==> src/rtl/branch_unit_if.sv <==
// Bus between the EX/MEM branch unit and its neighbours: branch request, ALU flags,
// fetch-stage redirect and statistics.
interface branch_unit_if #(
   parameter int ADDR_W = 32,
   parameter int OFF_W  = 16
);
   logic              stall;
   logic              flag_we;
   logic [3:0]        flags_in;
   logic              br_valid;
   logic [3:0]        cond;
   logic              target_sel;
   logic [ADDR_W-1:0] pc_in;
   logic [OFF_W-1:0]  offset;
   logic [ADDR_W-1:0] reg_target;
   logic              pc_source;
   logic [ADDR_W-1:0] pc_target;
   logic              flush;
   logic [3:0]        flags_out;
   logic [31:0]       br_count;
   logic [31:0]       taken_count;

   modport master (
      output stall, flag_we, flags_in, br_valid, cond, target_sel, pc_in, offset, reg_target,
      input  pc_source, pc_target, flush, flags_out, br_count, taken_count
   );

   modport slave (
      input  stall, flag_we, flags_in, br_valid, cond, target_sel, pc_in, offset, reg_target,
      output pc_source, pc_target, flush, flags_out, br_count, taken_count
   );
endinterface

==> src/rtl/branch_unit.sv <==
// Branch resolution unit: NZCV flag register with same-cycle bypass, target generation
// and taken-branch flush sequencing. Define BRANCH_UNIT_STATS_EN to build the counters.
module branch_unit #(
   parameter int ADDR_W       = 32,
   parameter int OFF_W        = 16,
   parameter int FLUSH_STAGES = 2
) (
   input  logic          clk,
   input  logic          rst_n,
   branch_unit_if.slave  bus
);

   localparam int CNT_W = (FLUSH_STAGES > 1) ? $clog2(FLUSH_STAGES) : 1;

   typedef enum logic { IDLE, FLUSH } stateT;

   stateT             stateQ, stateD;
   logic [CNT_W-1:0]  cntQ, cntD;
   logic              pcSourceQ, pcSourceD;
   logic [ADDR_W-1:0] pcTargetQ, pcTargetD;
   logic [3:0]        flagsQ, flagsD;

   logic [3:0]        effFlags;
   logic              condTrue;
   logic              accept;
   logic              takeBr;
   logic [ADDR_W-1:0] offsetExt;
   logic [ADDR_W-1:0] branchTarget;

   always_ff @(posedge clk) begin
      if (!rst_n) begin
         stateQ    <= IDLE;
         cntQ      <= '0;
         pcSourceQ <= 1'b0;
         pcTargetQ <= '0;
         flagsQ    <= 4'b0000;
      end else begin
         stateQ    <= stateD;
         cntQ      <= cntD;
         pcSourceQ <= pcSourceD;
         pcTargetQ <= pcTargetD;
         flagsQ    <= flagsD;
      end
   end

   // Flags are {N,Z,C,V}; a flag write in the same cycle as the branch is forwarded.
   always_comb begin
      effFlags  = (bus.flag_we && bus.br_valid) ? bus.flags_in : flagsQ;
      condTrue  = 1'b0;
      unique case (bus.cond)
         4'd0:    condTrue = 1'b1;
         4'd1:    condTrue = effFlags[2];
         4'd2:    condTrue = !effFlags[2];
         4'd3:    condTrue = effFlags[3] ^ effFlags[0];
         4'd4:    condTrue = !(effFlags[3] ^ effFlags[0]);
         4'd5:    condTrue = effFlags[2] | (effFlags[3] ^ effFlags[0]);
         4'd6:    condTrue = !effFlags[2] && !(effFlags[3] ^ effFlags[0]);
         4'd7:    condTrue = !effFlags[1];
         4'd8:    condTrue = effFlags[1];
         4'd9:    condTrue = effFlags[3];
         4'd10:   condTrue = !effFlags[3];
         default: condTrue = 1'b0;
      endcase

      offsetExt    = ADDR_W'($signed(bus.offset));
      branchTarget = bus.target_sel ? bus.reg_target : (bus.pc_in + offsetExt);
      accept       = bus.br_valid && !bus.stall && (stateQ == IDLE);
      takeBr       = accept && condTrue;
   end

   // pc_source is a one-cycle pulse unless a stall freezes it in place.
   always_comb begin
      stateD    = stateQ;
      cntD      = cntQ;
      pcSourceD = pcSourceQ;
      pcTargetD = pcTargetQ;
      flagsD    = flagsQ;
      if (!bus.stall) begin
         pcSourceD = 1'b0;
         if (bus.flag_we) flagsD = bus.flags_in;
         unique case (stateQ)
            IDLE: begin
               if (takeBr) begin
                  stateD    = FLUSH;
                  cntD      = CNT_W'(FLUSH_STAGES - 1);
                  pcSourceD = 1'b1;
                  pcTargetD = branchTarget;
               end
            end
            FLUSH: begin
               if (cntQ == '0) stateD = IDLE;
               else            cntD   = cntQ - 1'b1;
            end
            default: stateD = IDLE;
         endcase
      end
   end

   assign bus.pc_source = pcSourceQ;
   assign bus.pc_target = pcTargetQ;
   assign bus.flush     = (stateQ == FLUSH);
   assign bus.flags_out = flagsQ;

`ifdef BRANCH_UNIT_STATS_EN
   logic [31:0] brCountQ, takenCountQ;

   // Saturating counters of accepted and taken branches.
   always_ff @(posedge clk) begin
      if (!rst_n) begin
         brCountQ    <= '0;
         takenCountQ <= '0;
      end else begin
         if (accept && (brCountQ != 32'hFFFF_FFFF))    brCountQ    <= brCountQ + 32'd1;
         if (takeBr && (takenCountQ != 32'hFFFF_FFFF)) takenCountQ <= takenCountQ + 32'd1;
      end
   end

   assign bus.br_count    = brCountQ;
   assign bus.taken_count = takenCountQ;
`else
   assign bus.br_count    = 32'd0;
   assign bus.taken_count = 32'd0;
`endif

endmodule
==> src/flat_wrapper.sv <==
// flat-port wrapper written by rule: the top's interface ports become plain ports
module branch_unit_flat 
#(
   parameter int ADDR_W       = 32,
   parameter int OFF_W        = 16,
   parameter int FLUSH_STAGES = 2
)
  (clk, rst_n, bus_stall, bus_flag_we, bus_flags_in, bus_br_valid, bus_cond, bus_target_sel, bus_pc_in, bus_offset, bus_reg_target, bus_pc_source, bus_pc_target, bus_flush, bus_flags_out, bus_br_count, bus_taken_count);
  branch_unit_if #(.ADDR_W(ADDR_W), .OFF_W(OFF_W)) bus_i ();
  input  logic clk;
  input  logic rst_n;
  input wire logic [$bits(bus_i.stall)-1:0] bus_stall;
  input wire logic [$bits(bus_i.flag_we)-1:0] bus_flag_we;
  input wire logic [$bits(bus_i.flags_in)-1:0] bus_flags_in;
  input wire logic [$bits(bus_i.br_valid)-1:0] bus_br_valid;
  input wire logic [$bits(bus_i.cond)-1:0] bus_cond;
  input wire logic [$bits(bus_i.target_sel)-1:0] bus_target_sel;
  input wire logic [$bits(bus_i.pc_in)-1:0] bus_pc_in;
  input wire logic [$bits(bus_i.offset)-1:0] bus_offset;
  input wire logic [$bits(bus_i.reg_target)-1:0] bus_reg_target;
  output wire logic [$bits(bus_i.pc_source)-1:0] bus_pc_source;
  output wire logic [$bits(bus_i.pc_target)-1:0] bus_pc_target;
  output wire logic [$bits(bus_i.flush)-1:0] bus_flush;
  output wire logic [$bits(bus_i.flags_out)-1:0] bus_flags_out;
  output wire logic [$bits(bus_i.br_count)-1:0] bus_br_count;
  output wire logic [$bits(bus_i.taken_count)-1:0] bus_taken_count;
  assign bus_i.stall = bus_stall;
  assign bus_i.flag_we = bus_flag_we;
  assign bus_i.flags_in = bus_flags_in;
  assign bus_i.br_valid = bus_br_valid;
  assign bus_i.cond = bus_cond;
  assign bus_i.target_sel = bus_target_sel;
  assign bus_i.pc_in = bus_pc_in;
  assign bus_i.offset = bus_offset;
  assign bus_i.reg_target = bus_reg_target;
  assign bus_pc_source = bus_i.pc_source;
  assign bus_pc_target = bus_i.pc_target;
  assign bus_flush = bus_i.flush;
  assign bus_flags_out = bus_i.flags_out;
  assign bus_br_count = bus_i.br_count;
  assign bus_taken_count = bus_i.taken_count;
  branch_unit #(.ADDR_W(ADDR_W), .OFF_W(OFF_W), .FLUSH_STAGES(FLUSH_STAGES)) u_core (.clk(clk), .rst_n(rst_n), .bus(bus_i));
endmodule
==> config.mk <==
export PLATFORM = sky130hd
export DESIGN_NAME = branch_unit_flat
export DESIGN_NICKNAME = d
export VERILOG_FILES = /design/src/rtl/branch_unit_if.sv /design/src/rtl/branch_unit.sv /design/src/flat_wrapper.sv
export SDC_FILE = /design/constraint.sdc
export NUM_CORES = 1
export LEC_CHECK = 0
export CAP_MARGIN = 10
export CORE_UTILIZATION = 41
export DETAILED_ROUTE_END_ITERATION = 8
export GPL_TIMING_DRIVEN = 0
export HOLD_SLACK_MARGIN = 0.02
export PLACE_DENSITY_LB_ADDON = 0.25
export SYNTH_ARGS = -nofsm -noshare
export SYNTH_HDL_FRONTEND = slang
export SYNTH_SLANG_ARGS = --single-unit
==> constraint.sdc <==
create_clock -name clk -period 3.95 [get_ports clk]
set_clock_uncertainty 0.15 [all_clocks]
set_input_delay 0.395 -clock clk [delete_from_list [all_inputs] [get_ports clk]]
set_output_delay 0.395 -clock clk [all_outputs]
set_load 0.05 [all_outputs]
==> key figures, run 1 <==
Synthesis
  – Simple-Gate Fraction of Synth Area: 14.5%
  – Largest family of logic cells by synthesized area: compound AO/OA/AOI/OAI gates
  – Syn_area_per_cell: 7.91 um^2
  – Synth warn: 0
  – Area share of fa/ha/maj cells after synthesis: 10.5%
  – Seq/Total Area, Yosys: 20.1%
  – EDFF count, synth: 0
  – Cells after synthesis: 491
  – Synth top area share: 20.1%
  – Area contributors post-synth: dfxtp_1 20%, buf_4 12%, ha_1 10%, a21oi_1 5.5%, nand2_1 5.4%
  – Synthesis-stage register bit count: 39
  – Synth Area in XOR/XNOR: 6.99%
  – Async S/R FF share, synth: 0%
  – Post-Syn Area: 3880 um^2
  – Area leader, netlist: dfxtp_1
  – Dominant synthesized flop cell: dfxtp_1
  – Post-synth cell types: 51
  – Post-synthesis mux area share: 3.86%
  – Compound-cell area share of the yosys netlist: 28.3%

Hold path
  – Hold Crit Start: u_core.bus.pc_target[27]
  – Hold endpoint: u_core.bus.pc_target[27]
  – Hold Path Depth: 2
  – Worst hold path type: reg -> reg

Floorplan
  – Die extent in x: 99.3 um
  – Area of the die: 9870 um^2
  – I/O pin total: 196
  – Die Y: 99.3 um
  – Core Area: 9200 um^2
  – Initial core utilization: 42.2%
  – Num rows: 35

Clocking
  – Num CTS Buffers: 5
  – Sink Count: 39
  – Clock transition at path regs: 0.08 ns
  – Post-CTS Repair Setup Buffers: 0
  – CTS tree: yes
  – CTS Hold Bufs: 0
  – Clock Path Buffers: 2
  – H-tree depth: 2
  – Clk_lat worst skew: 0.29 ns
  – CTS Root Cell: clkbuf_8
  – Post-CTS Resized: 0

Critical path
  – R2R depth: 10
  – Crit path cell chain: clkdlybuf4s50_1 > ha_1 > fa_1 > a211oi_2 > o211ai_2 > a221oi_4 > a31oi_4 > a221oi_4 > o21ai_2 > a31oi_4 > o21ai_2 > a221o_1
  – Critical Path AT: 3.68 ns
  – Critical Path Fanout Max: 3
  – Reg2reg setup slack: 1.25 ns
  – Highest-delay cell along the critical path: fa_1
  – Setup Crit Path Kind: in -> reg
  – Worst reg2reg path startpoint: u_core.bus.flags_out[2]
  – Slowest stage delay, CP: 0.44 ns
  – Worst setup SP type: primary input
  – Worst Setup End Kind: flip-flop
  – RR Endpoint: u_core.bus.pc_target[18]
  – Critical Path RT: 3.99 ns

Global routing
  – Global-route wire length before repair: 17500 um
  – Vias in the first global route: 3765
  – Initial antenna violation count: 0
  – Total gr overflow: 0
  – Gr usage total: 22.2%
  – Largest net degree at the start of global routing: 18

Placed design
  – Final Wtd Congestion: 0.876
  – Placed Instance Area: 5540 um^2
  – Post-DP HPWL: 9010 um
  – IO Port Bufs: 128

Run
  – Number of max-cap violations: 0

STA
  – RSZ-0062 raised after global routing: no
  – Final setup TNS: 0 ns
  – Final hold violations: 0
  – # setup viols final: 0
  – Actual slew at the worst max-slew pin: 0.765 ns
  – Minimum clock period: 3.65 ns
  – Final Max Slew Viols: 0
  – Tcrit/Tclk final: 92.3%
  – Max_slew headroom: 48.8%
  – Fmax: 274 MHz

Finish
  – Layout cells sized above 1: 13.0%
  – Multi-input logic area: 2730 um^2
  – Fin nets: 815
  – Design area: 5630 um^2
  – Sequential cell area: 781 um^2
  – Layout area overhead: 44.8%
  – Antenna cells: 0
  – Fillcell total: 858

Routing
  – Antenna violation net count after detailed routing: 0
  – Initial DRC count: 129
  – Wire per inst: 14.0 um
  – Drt via density: 5.00
  – Residual DRC: 0
  – Total number of vias: 4006
  – Total Routed Length: 11200 um
  – DR pass1 iterations: 5

Pwr
  – Power per Cell Area: 269 nW/um^2
  – P_leak: 2.66 nW
  – VDD IR max: 0.000123 V

Status
  – Outcome: complete, no violations
## synth_stat cells (3+ instances only)
cell	n
nand4_1	7
xnor2_1	16
nor2b_1	13
inv_1	4
mux2i_1	15
o31ai_1	3
nand3_1	9
xor2_1	15
buf_4	64
a21o_1	17
o21ai_0	13
o211ai_1	15
ha_1	31
a31oi_1	14
buf_2	7
nor2_1	18
dfxtp_1	39
a21oi_1	43
o211a_1	14
o21ai_1	18
nand2_1	56
clkbuf_1	20
and3_1	3
## cells by family after synthesis
logic type,count (synthesis)
buf+inv,96
xor+xnor,31
mux,15
other cells,1
fa+ha+maj,32
simple gates,120
compound gates,157
flops,39
## flip-flops by register name, summed over array words and instances (netlist names)
name,count
u_core.bus.pc_source,1
u_core.cntQ,1
u_core.bus.flags_out,4
u_core.bus.pc_target,32
u_core.bus.flush,1
## critical path, delay by kind of cell
| kind | cells | cell delay, ns |
|---|---|---|
| buffers and inverters | 1 | 0.41 |
| adders and majority gates | 2 | 0.67 |
| AOI/OAI and AO/OA | 9 | 2.21 |
## power by group
group	switching [W]	total, W	internal, W
clock network	0.000149	0.000272	0.000124
logic	0.000489	0.000810	0.000321
registers	0.0000141	0.000432	0.000418
total	0.000652	0.00151	0.000862
## worst max-delay path by stage
| stage | start | to | slack (ns) | cells past startpoint |
|---|---|---|---|---|
| 2_1_floorplan | bus_offset[0] | u_core.bus.pc_target[28] | 0.74 | 11 |
| 3_3_place_gp | bus_offset[0] | u_core.bus.pc_target[28] | 0.06 | 12 |
| 3_5_place_dp | bus_offset[0] | u_core.bus.pc_target[28] | 0.01 | 12 |
| 4_1_cts | bus_offset[0] | u_core.bus.pc_target[28] | 0.33 | 12 |
| 5_1_grt | bus_offset[0] | u_core.bus.pc_target[28] | 0.16 | 12 |
| 6_report | bus_offset[0] | u_core.bus.pc_target[28] | 0.30 | 12 |
## stage by stage
step	hold WS, ns	util (%)	instances	power [W]	worst slack [ns]
final	0.308	61.2	801	0.00151	0.303
after global placement	0.293	60.3	793	0.00123	0.0625
after CTS	0.310	61.2	801	0.00152	0.326
after detailed placement	0.299	60.3	793	0.00124	0.0145
after global routing	0.339	61.2	801	0.00160	0.162
after floorplan	0.330	-	554	0.00102	0.745
## area by class of cell
type	count	share of cell area (%)
multi-input combinational	419	48.5
timing repair buffer	128	22.8
sequential	39	13.9
buffer	92	10.6
tap	111	2.47
clock buffer	6	1.29
inverter	4	0.267
clock inverter	2	0.222
## cell usage in the layout (no fill, tap or decap), types with 3 or more instances in the layout
| cell type | count |
|---|---|
| xor2_1 | 15 |
| dfxtp_1 | 39 |
| o21ai_0 | 13 |
| xnor2_1 | 16 |
| clkdlybuf4s50_1 | 128 |
| a21oi_1 | 43 |
| ha_1 | 31 |
| nand3_1 | 9 |
| clkbuf_1 | 21 |
| buf_4 | 64 |
| o211a_1 | 14 |
| a31oi_1 | 14 |
| nor2_1 | 18 |
| clkbuf_8 | 5 |
| conb_1 | 64 |
| nand2_1 | 56 |
| o31ai_1 | 3 |
| o21ai_1 | 18 |
| mux2i_1 | 15 |
| inv_1 | 4 |
| buf_2 | 7 |
| a21o_1 | 17 |
| and3_1 | 3 |
| nor2b_1 | 13 |
| o211ai_1 | 15 |
| nand4_1 | 7 |
## metal layers
metal | track usage, % | up-vias | routed length [um] | share of wire (%)
met5 | 0 | - | 0 | 0
met4 | 6.45 | 0 | 193 | 1.7
met3 | 3.02 | 17 | 623 | 5.6
met2 | 39.5 | 138 | 5470 | 49
met1 | 27.8 | 1827 | 4910 | 44
li1 | - | 2024 | - | -
Power figures use the tool's default switching activity.
==> inputs of run 2 (changes only) <==
--- a/config.mk
+++ b/config.mk
@@ -11,6 +11,7 @@
 export GPL_TIMING_DRIVEN = 0
 export HOLD_SLACK_MARGIN = 0.02
 export PLACE_DENSITY_LB_ADDON = 0.25
+export SETUP_SLACK_MARGIN = 0.1
 export SYNTH_ARGS = -nofsm -noshare
 export SYNTH_HDL_FRONTEND = slang
 export SYNTH_SLANG_ARGS = --single-unit
==> results of run 2 <==
Same layout as run 1: the final DEF is identical, and so are final timing and power.
==> inputs of run 3 (changes only) <==
--- a/config.mk
+++ b/config.mk
@@ -5,6 +5,7 @@
 export SDC_FILE = /design/constraint.sdc
 export NUM_CORES = 1
 export LEC_CHECK = 0
+export ABC_CLOCK_PERIOD_IN_PS = 3950
 export CAP_MARGIN = 10
 export CORE_UTILIZATION = 41
 export DETAILED_ROUTE_END_ITERATION = 8
==> results of run 3 <==
Same layout as run 1: the final DEF is identical, and so are final timing and power.
